===== src/rtl/hamming_scheduler_if.sv =====
// Request/response bundle between two requesters, the shared Hamming(7,4)
// scheduler and the downstream response consumer.
interface hamming_scheduler_if;
  logic [1:0]  req_valid;
  logic [1:0]  req_ready;
  logic [1:0]  req_mode;
  logic [13:0] req_payload;
  logic        rsp_valid;
  logic        rsp_ready;
  logic        rsp_id;
  logic        rsp_mode;
  logic [6:0]  rsp_data;
  logic [2:0]  rsp_syndrome;
  logic        rsp_corrected;

  modport master (
    output req_valid, req_mode, req_payload, rsp_ready,
    input  req_ready, rsp_valid, rsp_id, rsp_mode, rsp_data, rsp_syndrome, rsp_corrected
  );

  modport slave (
    input  req_valid, req_mode, req_payload, rsp_ready,
    output req_ready, rsp_valid, rsp_id, rsp_mode, rsp_data, rsp_syndrome, rsp_corrected
  );
endinterface


===== src/rtl/hamming_scheduler.sv =====
// Round-robin scheduler sharing one Hamming(7,4) encode/decode codec between
// two requesters, with a one-entry registered response slot and error counter.
module hamming_scheduler #(
  parameter int CNT_W = 8
) (
  input  logic                clk,
  input  logic                rst_n,
  hamming_scheduler_if.slave  bus,
  input  logic                clear_count,
  output logic [CNT_W-1:0]    err_count
);

  localparam logic [CNT_W-1:0] CNT_MAX = {CNT_W{1'b1}};

  // Codeword layout: code[0..6] = p1, p2, d0, p4, d1, d2, d3.
  function automatic logic [6:0] hamming_encode(input logic [3:0] d);
    logic [6:0] c;
    c[0] = d[0] ^ d[1] ^ d[3];
    c[1] = d[0] ^ d[2] ^ d[3];
    c[2] = d[0];
    c[3] = d[1] ^ d[2] ^ d[3];
    c[4] = d[1];
    c[5] = d[2];
    c[6] = d[3];
    return c;
  endfunction

  function automatic logic [2:0] hamming_syndrome(input logic [6:0] c);
    logic [2:0] s;
    s[0] = c[0] ^ c[2] ^ c[4] ^ c[6];
    s[1] = c[1] ^ c[2] ^ c[5] ^ c[6];
    s[2] = c[3] ^ c[4] ^ c[5] ^ c[6];
    return s;
  endfunction

  // A nonzero syndrome names the 1-based bit position to flip.
  function automatic logic [3:0] hamming_correct(input logic [6:0] c, input logic [2:0] s);
    logic [6:0] fixed;
    fixed = c;
    if (s != 3'd0) begin
      fixed[s - 3'd1] = ~c[s - 3'd1];
    end else begin
      fixed = c;
    end
    return {fixed[6], fixed[5], fixed[4], fixed[2]};
  endfunction

  logic             rsp_valid_r;
  logic             rsp_id_r;
  logic             rsp_mode_r;
  logic [6:0]       rsp_data_r;
  logic [2:0]       rsp_syndrome_r;
  logic             rsp_corrected_r;
  logic             last_r;
  logic [CNT_W-1:0] err_count_r;

  logic             slot_free_s;
  logic [1:0]       grant_s;
  logic             grant_any_s;
  logic             grant_id_s;
  logic             sel_mode_s;
  logic [6:0]       sel_payload_s;
  logic [2:0]       raw_syndrome_s;
  logic [6:0]       res_data_s;
  logic [2:0]       res_syndrome_s;
  logic             res_corrected_s;

  // Arbitration: grant only when the slot can take a result; alternate on conflict.
  always_comb begin
    slot_free_s = 1'b0;
    grant_s     = 2'b00;
    if (rst_n) begin
      slot_free_s = !rsp_valid_r || bus.rsp_ready;
    end else begin
      slot_free_s = 1'b0;
    end
    if (slot_free_s) begin
      case (bus.req_valid)
        2'b01:   grant_s = 2'b01;
        2'b10:   grant_s = 2'b10;
        2'b11:   grant_s = last_r ? 2'b01 : 2'b10;
        default: grant_s = 2'b00;
      endcase
    end else begin
      grant_s = 2'b00;
    end
  end

  assign grant_any_s = |grant_s;
  assign grant_id_s  = grant_s[1];

  // Codec datapath on the granted requester's job.
  always_comb begin
    sel_mode_s      = bus.req_mode[grant_id_s];
    sel_payload_s   = grant_id_s ? bus.req_payload[13:7] : bus.req_payload[6:0];
    raw_syndrome_s  = hamming_syndrome(sel_payload_s);
    res_data_s      = 7'd0;
    res_syndrome_s  = 3'd0;
    res_corrected_s = 1'b0;
    if (sel_mode_s) begin
      res_data_s      = {3'b000, hamming_correct(sel_payload_s, raw_syndrome_s)};
      res_syndrome_s  = raw_syndrome_s;
      res_corrected_s = (raw_syndrome_s != 3'd0);
    end else begin
      res_data_s      = hamming_encode(sel_payload_s[3:0]);
      res_syndrome_s  = 3'd0;
      res_corrected_s = 1'b0;
    end
  end

  // Response slot: load on grant, empty on drain, otherwise hold.
  always_ff @(posedge clk or negedge rst_n) begin
    if (!rst_n) begin
      rsp_valid_r     <= 1'b0;
      rsp_id_r        <= 1'b0;
      rsp_mode_r      <= 1'b0;
      rsp_data_r      <= 7'd0;
      rsp_syndrome_r  <= 3'd0;
      rsp_corrected_r <= 1'b0;
    end else if (grant_any_s) begin
      rsp_valid_r     <= 1'b1;
      rsp_id_r        <= grant_id_s;
      rsp_mode_r      <= sel_mode_s;
      rsp_data_r      <= res_data_s;
      rsp_syndrome_r  <= res_syndrome_s;
      rsp_corrected_r <= res_corrected_s;
    end else if (bus.rsp_ready) begin
      rsp_valid_r     <= 1'b0;
    end
  end

  // Round-robin pointer; reset to 1 so requester 0 wins the first conflict.
  always_ff @(posedge clk or negedge rst_n) begin
    if (!rst_n) begin
      last_r <= 1'b1;
    end else if (grant_any_s) begin
      last_r <= grant_id_s;
    end
  end

  // Saturating corrected-word counter; clear beats increment.
  always_ff @(posedge clk or negedge rst_n) begin
    if (!rst_n) begin
      err_count_r <= {CNT_W{1'b0}};
    end else if (clear_count) begin
      err_count_r <= {CNT_W{1'b0}};
    end else if (grant_any_s && res_corrected_s && (err_count_r != CNT_MAX)) begin
      err_count_r <= err_count_r + CNT_W'(1);
    end
  end

  assign bus.req_ready     = grant_s;
  assign bus.rsp_valid     = rsp_valid_r;
  assign bus.rsp_id        = rsp_id_r;
  assign bus.rsp_mode      = rsp_mode_r;
  assign bus.rsp_data      = rsp_data_r;
  assign bus.rsp_syndrome  = rsp_syndrome_r;
  assign bus.rsp_corrected = rsp_corrected_r;
  assign err_count         = err_count_r;

endmodule

===== src/flat_wrapper.sv =====
// flat-port wrapper written by rule: the top's interface ports become plain ports
module hamming_scheduler_flat 
#(
  parameter int CNT_W = 8
)
  (clk, rst_n, clear_count, err_count, bus_req_valid, bus_req_mode, bus_req_payload, bus_rsp_ready, bus_req_ready, bus_rsp_valid, bus_rsp_id, bus_rsp_mode, bus_rsp_data, bus_rsp_syndrome, bus_rsp_corrected);
  hamming_scheduler_if bus_i ();
  input  logic clk;
  input  logic rst_n;
  input  logic clear_count;
  output logic [CNT_W-1:0] err_count;
  input wire logic [$bits(bus_i.req_valid)-1:0] bus_req_valid;
  input wire logic [$bits(bus_i.req_mode)-1:0] bus_req_mode;
  input wire logic [$bits(bus_i.req_payload)-1:0] bus_req_payload;
  input wire logic [$bits(bus_i.rsp_ready)-1:0] bus_rsp_ready;
  output wire logic [$bits(bus_i.req_ready)-1:0] bus_req_ready;
  output wire logic [$bits(bus_i.rsp_valid)-1:0] bus_rsp_valid;
  output wire logic [$bits(bus_i.rsp_id)-1:0] bus_rsp_id;
  output wire logic [$bits(bus_i.rsp_mode)-1:0] bus_rsp_mode;
  output wire logic [$bits(bus_i.rsp_data)-1:0] bus_rsp_data;
  output wire logic [$bits(bus_i.rsp_syndrome)-1:0] bus_rsp_syndrome;
  output wire logic [$bits(bus_i.rsp_corrected)-1:0] bus_rsp_corrected;
  assign bus_i.req_valid = bus_req_valid;
  assign bus_i.req_mode = bus_req_mode;
  assign bus_i.req_payload = bus_req_payload;
  assign bus_i.rsp_ready = bus_rsp_ready;
  assign bus_req_ready = bus_i.req_ready;
  assign bus_rsp_valid = bus_i.rsp_valid;
  assign bus_rsp_id = bus_i.rsp_id;
  assign bus_rsp_mode = bus_i.rsp_mode;
  assign bus_rsp_data = bus_i.rsp_data;
  assign bus_rsp_syndrome = bus_i.rsp_syndrome;
  assign bus_rsp_corrected = bus_i.rsp_corrected;
  hamming_scheduler #(.CNT_W(CNT_W)) u_core (.clk(clk), .rst_n(rst_n), .bus(bus_i), .clear_count(clear_count), .err_count(err_count));
endmodule

===== config.mk =====
export PLATFORM = sky130hd
export DESIGN_NAME = hamming_scheduler_flat
export DESIGN_NICKNAME = d
export VERILOG_FILES = /design/src/rtl/hamming_scheduler_if.sv /design/src/rtl/hamming_scheduler.sv /design/src/flat_wrapper.sv
export SDC_FILE = /design/constraint.sdc
export NUM_CORES = 1
export LEC_CHECK = 0
export ABC_AREA = 1
export CORE_AREA = 2 2 76 78
export CTS_BUF_LIST = sky130_fd_sc_hd__clkbuf_8
export DETAILED_ROUTE_END_ITERATION = 8
export DIE_AREA = 0 0 78 80
export PLACE_DENSITY = 0.66
export SYNTH_ARGS = -nofsm -noshare
export SYNTH_HDL_FRONTEND = slang
export SYNTH_SLANG_ARGS = --single-unit

===== constraint.sdc =====
create_clock -name clk -period 3.4 [get_ports clk]
set_input_delay 1.02 -clock clk [delete_from_list [all_inputs] [get_ports clk]]
set_output_delay 1.02 -clock clk [all_outputs]
set_load 0.02 [all_outputs]

Word level (Yosys, flattened, before mapping)
Index checks and enable logic that the tools add are counted.
{ "word_totals": {"reg_bits": 23, "input_bits": 22, "output_inout_bits": 24, "word_cells": 60} }
{ "classes": {"n_addsub": 2, "n_lt_le_gt_ge": 3, "n_eq_ne": 4, "muxes": 20, "bitwise": 14, "n_reduce_logical": 9} }
{ "op_table": {"columns": ["operator", "count"], "rows": [
  ["7-bit two-way mux", 3],
  ["8-bit two-way mux", 2],
  ["1-bit XOR", 13],
  ["8-bit by 1-bit adder with 8-bit output, second input constant", 1],
  ["1-bit two-way mux", 8],
  ["8-bit != test, second input constant", 1],
  ["7-bit bitwise mux", 1],
  ["2-bit case mux with 3 select lines", 1],
  ["2-bit == test, second input constant", 2],
  ["3-bit by 4-bit < comparator with 1-bit output, second input constant", 1],
  ["2-bit two-way mux", 2],
  ["2-bit nonzero test", 2],
  ["1-bit binary-select mux with 3-bit select", 1],
  ["1-bit demux with 3-bit select", 1],
  ["3-bit by 1-bit greater-or-equal comparator with 1-bit output, second input constant", 1],
  ["1-bit logical AND", 3],
  ["3-bit two-way mux", 1],
  ["3-bit nonzero test", 1],
  ["3-bit by 1-bit subtractor with 3-bit output, second input constant", 1],
  ["2-bit by 1-bit == test with 1-bit output, second input constant", 1],
  ["1-bit by 2-bit < comparator with 1-bit output, second input constant", 1],
  ["2-bit OR reduction", 1],
  ["1-bit logical NOT", 1],
  ["1-bit logical OR", 1],
  ["1-bit inverter", 1]
]} }

Longest topological paths before layout
{ "logic_depth": {"word_depth": 16, "mapped_depth": 21, "ltp_nobuf": 20} }

Worst setup path after synthesis
No wires, ideal clock.
{ "synth_path": {"kind": "in2reg", "startpoint": "input bus_rsp_ready", "endpoint": "register u_core.err_count_r[7], in the netlist u_core.err_count[7]", "setup_ns": 0.086, "t_arrival_ns": 3.532, "t_required_ns": 3.314, "slack_ns": -0.218, "cell_stages": 19, "path_buffers": 1, "path_cell_list": "inv_1 > a21oi_2 > nand2_4 > buf_8 > nand2_1 > nand2_1 > xnor2_1 > xor2_1 > ha_1 > nand2_4 > clkinv_2 > ha_1 > inv_1 > nand3b_4 > nor2_4 > inv_2 > nor2_1 > a21oi_1 > nor3_1"} }
{ "synth_between": {"elab_chain_len": 12, "elab_cells_between_ends": 21, "classes_between": "mux: 6; bitwise: 9; reduce/logical: 6"} }
{ "synth_lines": {"columns": ["element", "line", "source"], "rows": [
  ["start, declared", "flat_wrapper.sv:15", "input wire logic [$bits(bus_i.rsp_ready)-1:0] bus_rsp_ready;"],
  ["1-bit logical OR (*)", "hamming_scheduler.sv:73", "slot_free_s = !rsp_valid_r || bus.rsp_ready;"],
  ["1-bit two-way mux (*)", "hamming_scheduler.sv:72", "if (rst_n) begin"],
  ["2-bit two-way mux (*)", "hamming_scheduler.sv:77", "if (slot_free_s) begin"],
  ["7-bit two-way mux", "hamming_scheduler.sv:95", "sel_payload_s = grant_id_s ? bus.req_payload[13:7] : bus.req_payload[6:0];"],
  ["1-bit XOR, on equally long branches (3 in series)", "hamming_scheduler.sv:30, hamming_scheduler.sv:31, hamming_scheduler.sv:32", null],
  ["3-bit nonzero test", "hamming_scheduler.sv:103", "res_corrected_s = (raw_syndrome_s != 3'd0);"],
  ["1-bit two-way mux", "hamming_scheduler.sv:100", "if (sel_mode_s) begin"],
  ["1-bit logical AND (*) (2 in series)", "hamming_scheduler.sv:147", "end else if (grant_any_s && res_corrected_s && (err_count_r != CNT_MAX)) begin"],
  ["2-bit nonzero test (no source line) (*)", null, null],
  ["end signal, assigned", "hamming_scheduler.sv:144", "err_count_r <= {CNT_W{1'b0}};"],
  ["end signal, assigned", "hamming_scheduler.sv:146", "err_count_r <= {CNT_W{1'b0}};"],
  ["end signal, assigned", "hamming_scheduler.sv:148", "err_count_r <= err_count_r + CNT_W'(1);"],
  ["end, declared", "hamming_scheduler.sv:55", "logic [CNT_W-1:0] err_count_r;"]
]} }
Every way passes the cells marked *; elsewhere a longest branch is shown, timed or not. The select of a mux whose other input is x is not followed.
A chain may end at the register's enable or synchronous reset.

Worst setup path in the final report
{ "layout_path": {"startpoint": "input bus_rsp_ready", "endpoint": "register u_core.rsp_data_r[2], in the netlist u_core.bus.rsp_data[2]"} }
{ "layout_between": {"elab_chain_len": 15, "elab_cells_between_ends": 29, "classes_between": "add/sub: 1; order compare: 2; mux: 12; bitwise: 10; reduce/logical: 4"} }
{ "layout_lines": {"columns": ["element", "line", "source"], "rows": [
  ["1-bit logical OR (*)", "hamming_scheduler.sv:73", null],
  ["1-bit two-way mux (*)", "hamming_scheduler.sv:72", null],
  ["2-bit two-way mux (*)", "hamming_scheduler.sv:77", null],
  ["7-bit two-way mux", "hamming_scheduler.sv:95", null],
  ["1-bit XOR, on equally long branches (3 in series)", "hamming_scheduler.sv:30, hamming_scheduler.sv:31, hamming_scheduler.sv:32", null],
  ["3-bit by 1-bit subtractor with 3-bit output", "hamming_scheduler.sv:41", "fixed[s - 3'd1] = ~c[s - 3'd1];"],
  ["3-bit by 4-bit < comparator with 1-bit output (not written as such) or 3-bit by 1-bit greater-or-equal comparator with 1-bit output (tied branches)", "hamming_scheduler.sv:41", null],
  ["1-bit logical AND (not written as such)", "hamming_scheduler.sv:41", null],
  ["1-bit two-way mux (not written as such)", "hamming_scheduler.sv:41", null],
  ["1-bit demux with 3-bit select", null, null],
  ["7-bit bitwise mux", "hamming_scheduler.sv:41", null],
  ["7-bit two-way mux", "hamming_scheduler.sv:40", "if (s != 3'd0) begin"],
  ["7-bit two-way mux", "hamming_scheduler.sv:100", null],
  ["end signal, assigned", "hamming_scheduler.sv:124", "rsp_data_r <= res_data_s;"],
  ["end, declared", "hamming_scheduler.sv:51", "logic [6:0] rsp_data_r;"]
]} }
Marks and branches as above.

==> flow_summary.toml <==
[run_status]
status = "finished clean"

[grt]
grt_max_degree = 24
grt_pass1_wl_mm = 8.81
grt_overflow = 0
grt_antenna_before_repair = 0
grt_usage_pct = 17.4
grt_pass1_vias = 1979

[cts]
cts_made_buffers = 3
clkSinkCount = 23
postCtsHoldBufs = 0
root_buffer = "clkbuf_8"
clk_latency_ns = 0.26
clk_path_buf_depth = 2
h-tree-depth = 1
tritoncts = "yes"
clkTransAtPathRegs_ns = 0.08

[timing]
drv_slew = 0
worst_pin_slew_ns = 0.349
skew_ns = 0.0103
slew_headroom_pct = 76.7
setup_violations = 0
fmax_mhz = 302
min_period_ns = 3.31
hold_viol = 0
whs_ns = 0.480
finalCritPeriodShare_pct = 97.3

[setup_path]
crit_required_ns = 3.60
start_kind = "input port"
critPathSlowestCell = "nor3_1"
cp_num_buf_inv = 9
rr_endpoint = "u_core.bus.rsp_data[2]"
crit_top_cell = "buf_4"
crit_end = "u_core.bus.rsp_data[2]"
path_delay_family = "buffers and inverters"
r2r_start = "u_core.last_r"
crit_cells = 23
crit_type = "input port to flip-flop"
crit_fanout = 3
cp-startpoint = "bus_rsp_ready"
cpPeakStageDelay_ns = 0.26
endpoint_kind = "flip-flop"
r2r.worst_path.cells = 18
arrival_ns = 3.51
cp_cell_sequence = "dlygate4sd2_1 > inv_2 > a21oi_4 > buf_4 > buf_4 > buf_4 > buf_4 > buf_4 > nand3_2 > nand2_4 > nand2_2 > nand2_2 > nand2_4 > nand2_4 > nand2_4 > clkinv_4 > ha_4 > buf_4 > nor3_1 > nor2_1 > nor2_1 > nand2_1 > a21oi_2"
ff2ff_setup_slack_ns = 0.73

[floorplanning]
num_rows = 27
start_util_pct = 33.6
dieArea_um2 = 6240
die_w_um = 78
core_area_um2 = 5410
die_y_um = 80
ios = 46

[power]
ir_worst_vdd_uv = 216
seq_power_share_pct = 27.7
swShare_pct = 41.5
clock_power_share_pct = 12.0
p_total_w = 0.00136
power.density_nw_per_um2 = 462
p_int_w = 0.000792
leakage_nw = 1.43
comb_power_share_pct = 60.3
netSwitchingPower_w = 0.000563

[final_layout]
area_delta_synth_final_pct = 61.4
fin_cells = 426
n_antenna_cell = 0
final_nets = 380
drive_gt1_share_pct = 37.3

[logic_synthesis]
async_flop_share_pct = 100
yosys.cell_types.count = 38
syn_area_um2 = 1820
yosysWarnings = 0
synth_flop_cell = "dfrtp_1"
syn_inst = 257
synth-edff-count = 0
yosys_register_bits = 23
avgSynthCellArea_um2 = 7.06
ys_seq_area_share_pct = 31.8
synth_nets = 282

[detailed_routing]
via_per_inst = 4.62
finalWirelength_mm = 5.47
num_vias = 1967
wl_per_cell_um = 12.8
drtIter0Drc = 114
drtAntennaViolNets = 0
drt-pass1-iter-count = 4
drcViolationCount = 0

[min_path]
hold_class = "flip-flop to flip-flop"

[placed_design]
dp_cells = 406
globalplace.congestion = 0.872
dp_hpwl_mm = 4.05
io_buffers = 45

[job]
drv_cap = 0
## power groups by stage
| stage | registers [W] | logic (W) | clock network (W) |
|---|---|---|---|
| floorplan | 0.000443 | 0.000360 | 0 |
| global placement | 0.000379 | 0.000712 | 0 |
| detailed placement | 0.000380 | 0.000725 | 0 |
| CTS | 0.000376 | 0.000765 | 0.000169 |
| global route | 0.000384 | 0.000892 | 0.000182 |
| finish | 0.000375 | 0.000818 | 0.000163 |
## registers in the layout, summed over array words and instances (netlist names)
register and cells:
u_core.bus.rsp_corrected 1, u_core.bus.rsp_valid 1, u_core.bus.rsp_data 7, u_core.bus.rsp_syndrome 3, u_core.err_count 8, u_core.bus.rsp_id 1
u_core.last_r 1, u_core.bus.rsp_mode 1
## area by class of cell
type | instances | area [um^2]
inverters | 34 | 138
repair buffers | 97 | 861
clock inverters | 1 | 5.00
flip-flops and latches | 23 | 577
fillers | 505 | 2470
clock buffers | 3 | 41.3
well taps | 72 | 90.1
multi-input cells | 196 | 1220
## kinds of logic (layout without fill, tap and decap cells)
| kind of cell | count (synthesis) | count (layout) | synth area share, % |
|---|---|---|---|
| fa+ha+maj | 3 | 3 | 2.07 |
| xor+xnor | 4 | 4 | 1.93 |
| simple gates | 159 | 159 | 44.2 |
| flops | 23 | 23 | 31.8 |
| compound gates | 30 | 30 | 11.1 |
| buf+inv | 38 | 135 | 8.96 |
## cells in the mapped netlist (2+ instances only)
library cell / count / area share (%)
a21oi_1: 5 / 1.4
inv_2: 3 / 0.62
nand2_1: 84 / 17
xor2_1: 3 / 1.4
nand2_4: 8 / 5.0
nor2_1: 21 / 4.3
nor3_1: 6 / 1.7
o21ai_0: 12 / 3.3
nor2_4: 3 / 1.9
nand2_2: 19 / 6.5
dfrtp_1: 22 / 30
nand3_1: 9 / 2.5
ha_1: 3 / 2.1
o21ai_2: 2 / 0.97
a21oi_2: 5 / 2.4
inv_1: 30 / 6.2
## how the worst min path moves through the flow
stage | startpoint | endpoint | slack (ns) | depth (start not counted)
CTS | u_core.bus.rsp_id | u_core.bus.rsp_id | 0.49 | 2
detailed placement | u_core.bus.rsp_id | u_core.bus.rsp_id | 0.47 | 2
floorplan | u_core.last_r | u_core.last_r | 0.46 | 2
global placement | u_core.bus.rsp_id | u_core.bus.rsp_id | 0.47 | 2
global route | u_core.bus.rsp_id | u_core.bus.rsp_id | 0.50 | 2
finish | u_core.bus.rsp_id | u_core.bus.rsp_id | 0.48 | 2
## timing repair
action,4_1_cts,5_1_grt
pin swaps,17,16
endpoints found under the setup margin,14,12
resized for setup,16,28
buffers inserted,12,4
## cell usage in the layout, fill, tap and decap left out, drive strengths merged
cell type and instances:
nand3 10, or2 2, inv 33, nor3 7
clkinv 2, o21ai 16, o21bai 1, ha 3
clkbuf 3, dfrtp 22, nor3b 1, dlymetal6s2s 2
nand4 1, dfstp 1, clkdlybuf4s15 2, nand2 111
nor4 1, nor2 24, a211oi 1, clkdlybuf4s50 39
xor2 3, buf 52, o21ba 1, nand3b 2
dlygate4sd2 2, a21oi 10, a221oi 1, xnor2 1
## through the flow
stage / utilization, % / setup TNS (ns) / setup slack, ns / area, um^2
finish: 54.2 / 0 / 0.0923 / 2930
detailed placement: 48.7 / -5.47 / -0.512 / 2630
global placement: 48.7 / -4.53 / -0.394 / 2630
CTS: 51.8 / 0 / 0.0156 / 2800
floorplan: - / 0 / 0.00479 / 1840
global route: 54.2 / -0.138 / -0.0658 / 2930
## metal layers
metal,vias up,track usage [%],part of all wire [%]
met3,6,1.70,4.3
met4,0,4.04,0.93
met5,-,0,0
met2,43,32.4,52
li1,993,-,-
met1,925,21.7,43
## worst register-to-register path: stages (launching register included)
cell and delay [ns]:
dfstp_2 0.56, nand2_2 0.07, nand2_4 0.10, inv_4 0.07
nand2_8 0.08, nand2_4 0.05, nand2_4 0.08, xnor2_4 0.14
xor2_2 0.20, ha_4 0.24, nand2_4 0.09, clkinv_4 0.06
ha_4 0.16, buf_4 0.14, nor3_1 0.26, nor2_1 0.07
nor2_1 0.09, nand2_1 0.07, a21oi_2 0.10
No activity file was read; power rests on OpenSTA's default activity.
==> RTL edit: new RTL, same flow settings <==
`CNT_W` is set to 8 in 2 places; all go to 6.
--- a/src/rtl/hamming_scheduler.sv
+++ b/src/rtl/hamming_scheduler.sv
@@ -3,3 +3,3 @@
 module hamming_scheduler #(
-  parameter int CNT_W = 8
+  parameter int CNT_W = 6
 ) (
--- a/src/flat_wrapper.sv
+++ b/src/flat_wrapper.sv
@@ -3,3 +3,3 @@
 #(
-  parameter int CNT_W = 8
+  parameter int CNT_W = 6
 )
Interface: changed (resized err_count); port bits go from 46 to 44. No check against the original RTL was run, so the function may have changed too.
==> RTL edit against the unedited design <==
- synthesized area down 6.4%
- wire length down 21%
- power down 11%
- maximum frequency up 2.5%
- sequential cell count down 2
- cell count down 8.5%
- clock skew down 8.7 ps
- register-to-register slack better by 30 ps
- worst setup slack better by 81 ps
- sequential power down 9.9%
- synthesized cell count down 8.6%
- final area down 11%
- count of clock-buffer cells in the layout unchanged
- via count down 12%
- critical path type unchanged
- largest cell class unchanged
==> RTL edit: results (changes against the unedited design) <==
Outcome
  – Outcome: finished, final reports clean

GRT
  – Largest net degree at the start of global routing: 20 (-17%)
  – Vias in the first global route: 1,684 (-15%)
  – Initial antenna violation count: 0 (unchanged)
  – First-pass GRT wire length: 7.376 mm (-16%)
  – Total GRT Usage: 14.68% (-2.7 points)

Setup path
  – Crit path launch: rst_n
  – Worst Path Max Fanout: 5 (+2)
  – CP max-delay cell: dlygate4sd2_1
  – CP endpoint: u_core.err_count[4]$_DFFE_PN0P_
  – Worst Reg-to-Reg Cells: 17 (-1)
  – R2R setup slack: 760 ps (+30 ps)
  – Max stage delay on crit path: 280 ps (+20 ps)
  – Reg-to-reg endpoint: u_core.err_count[4]$_DFFE_PN0P_
  – CP arrival: 3410 ps (-100 ps)

Placement
  – Dpl ws: -434.2 ps (+77.44 ps)
  – Detailed-placement wirelength estimate: 3.411 mm (-16%)
  – Port Buffers: 43 (-4.4%)
  – GP Congestion: 0.8092 (-7.2%)
  – Placed cells: 380 (-6.4%)

Layout
  – Share of layout cells above drive strength 1: 33.96% (-3.3 points)
  – FILL cells: 547 (+8.3%)
  – Max FFs per register: 7 (-1)
  – Final #Nets: 344 (-9.5%)
  – Non-Filler Instances: 390 (-8.5%)

Routing
  – Final wirelength: 4.324 mm (-21%)
  – Via/cell ratio: 4.436 (-3.9%)
  – Number of DRC markers in iteration 0: 81 (-29%)

Clock network
  – Max Buffers Root-to-Sink: 2 (unchanged)
  – Num CTS Buffers: 3 (unchanged)

Pwr
  – Leak: 1.336 nW (-6.8%)
  – Peak VDD IR: 177.3 uV (-18%)
  – Sw frac: 40.73% (-0.79 points)

Worst hold path
  – Worst hold path type: reg2reg
  – HP Start: u_core.bus.rsp_mode$_DFFE_PN0P_

Synth
  – Yosys cell types: 34 (-11%)
  – Syn_area_per_cell: 7.230 um^2 (+2.4%)
  – Post-synth top cells: 71 x nand2_1, 23 x inv_1, 21 x nand2_2
  – Synth area leaders: dfrtp_1 29%, nand2_1 16%, nand2_2 7.7%
  – Mapped Nets: 260 (-7.8%)
  – Seq/Total Area, Yosys: 31.00% (-0.77 points)

Timing
  – Max Fclk: 309.9 MHz (+2.5%)
  – Setup Skew: 1.589 ps (-8.732 ps)
  – Worst-margin pin slew: 379.8 ps (+31.31 ps)
## RTL edit: kinds of logic after synthesis
| logic type | synth area share [%] |
|---|---|
| flip-flops | 31.00 |
| AO/OA/AOI/OAI | 11.86 |
| buffers and inverters | 8.394 |
| adder cells (fa/ha/maj) | 2.209 |
| AND/OR/NAND/NOR | 42.49 |
| XOR/XNOR | 4.050 |
## RTL edit: power by group through the flow
stage / Combinational, mW / Clock (mW) / Sequential, mW
6_report: 0.711 / 0.164 / 0.338
3_3_place_gp: 0.660 / 0 / 0.341
2_1_floorplan: 0.341 / 0 / 0.398
4_1_cts: 0.694 / 0.169 / 0.337
3_5_place_dp: 0.668 / 0 / 0.342
5_1_grt: 0.782 / 0.183 / 0.344
## RTL edit: what timing repair did
| action | in CTS | in global routing |
|---|---|---|
| pin swaps | 3 | 13 |
| setup buffers | 0 | 6 |
| setup endpoints to repair | 11 | 8 |
| resized for setup | 11 | 12 |
## RTL edit: per-stage QoR
| stage | utilization (%) | total power [mW] | area (um^2) | hold slack (ps) |
|---|---|---|---|---|
| floorplan | - | 0.7383 | 1702 | 456.0 |
| global placement | 45.21 | 1.001 | 2444 | 458.2 |
| detailed placement | 45.21 | 1.009 | 2444 | 464.6 |
| CTS | 46.67 | 1.200 | 2522 | 485.0 |
| global route | 48.06 | 1.309 | 2597 | 524.1 |
| finish | 48.06 | 1.212 | 2597 | 484.0 |
## RTL edit: how the worst min path moves through the flow
stage	endpoint	slack, ps	depth (start not counted)
2_1_floorplan	u_core.last_r$_DFFE_PN1P_	460	2
3_5_place_dp	u_core.bus.rsp_id$_DFFE_PN0P_	460	2
6_report	u_core.bus.rsp_mode$_DFFE_PN0P_	480	2
5_1_grt	u_core.bus.rsp_data[5]$_DFFE_PN0P_	520	2
4_1_cts	u_core.bus.rsp_id$_DFFE_PN0P_	480	2
3_3_place_gp	u_core.bus.rsp_id$_DFFE_PN0P_	460	2
## RTL edit: critical path: cells and delay by family
family,cells,cell delay [ps]
buffers and inverters,3,530
adders and majority gates,2,440
AOI/OAI and AO/OA,2,260
and+or+nand+nor,8,840
xor gates and xnor gates,2,310
## RTL edit: cell type report
class	instances	area share [%]
clock buffer	3	1.590
timing repair buffer	84	28.85
inverter	27	3.902
clock inverter	1	0.1927
sequential	21	20.28
multi-input combinational	182	41.71
tap	72	3.468
## RTL edit: metal layers
metal | vias up | routed length [um] | global-route usage [%]
li1 | 911 | - | -
met1 | 774 | 2004 | 17.99
met2 | 40 | 2106 | 26.47
met3 | 5 | 131 | 1.018
met4 | 0 | 82 | 6.316
met5 | - | 0 | 0
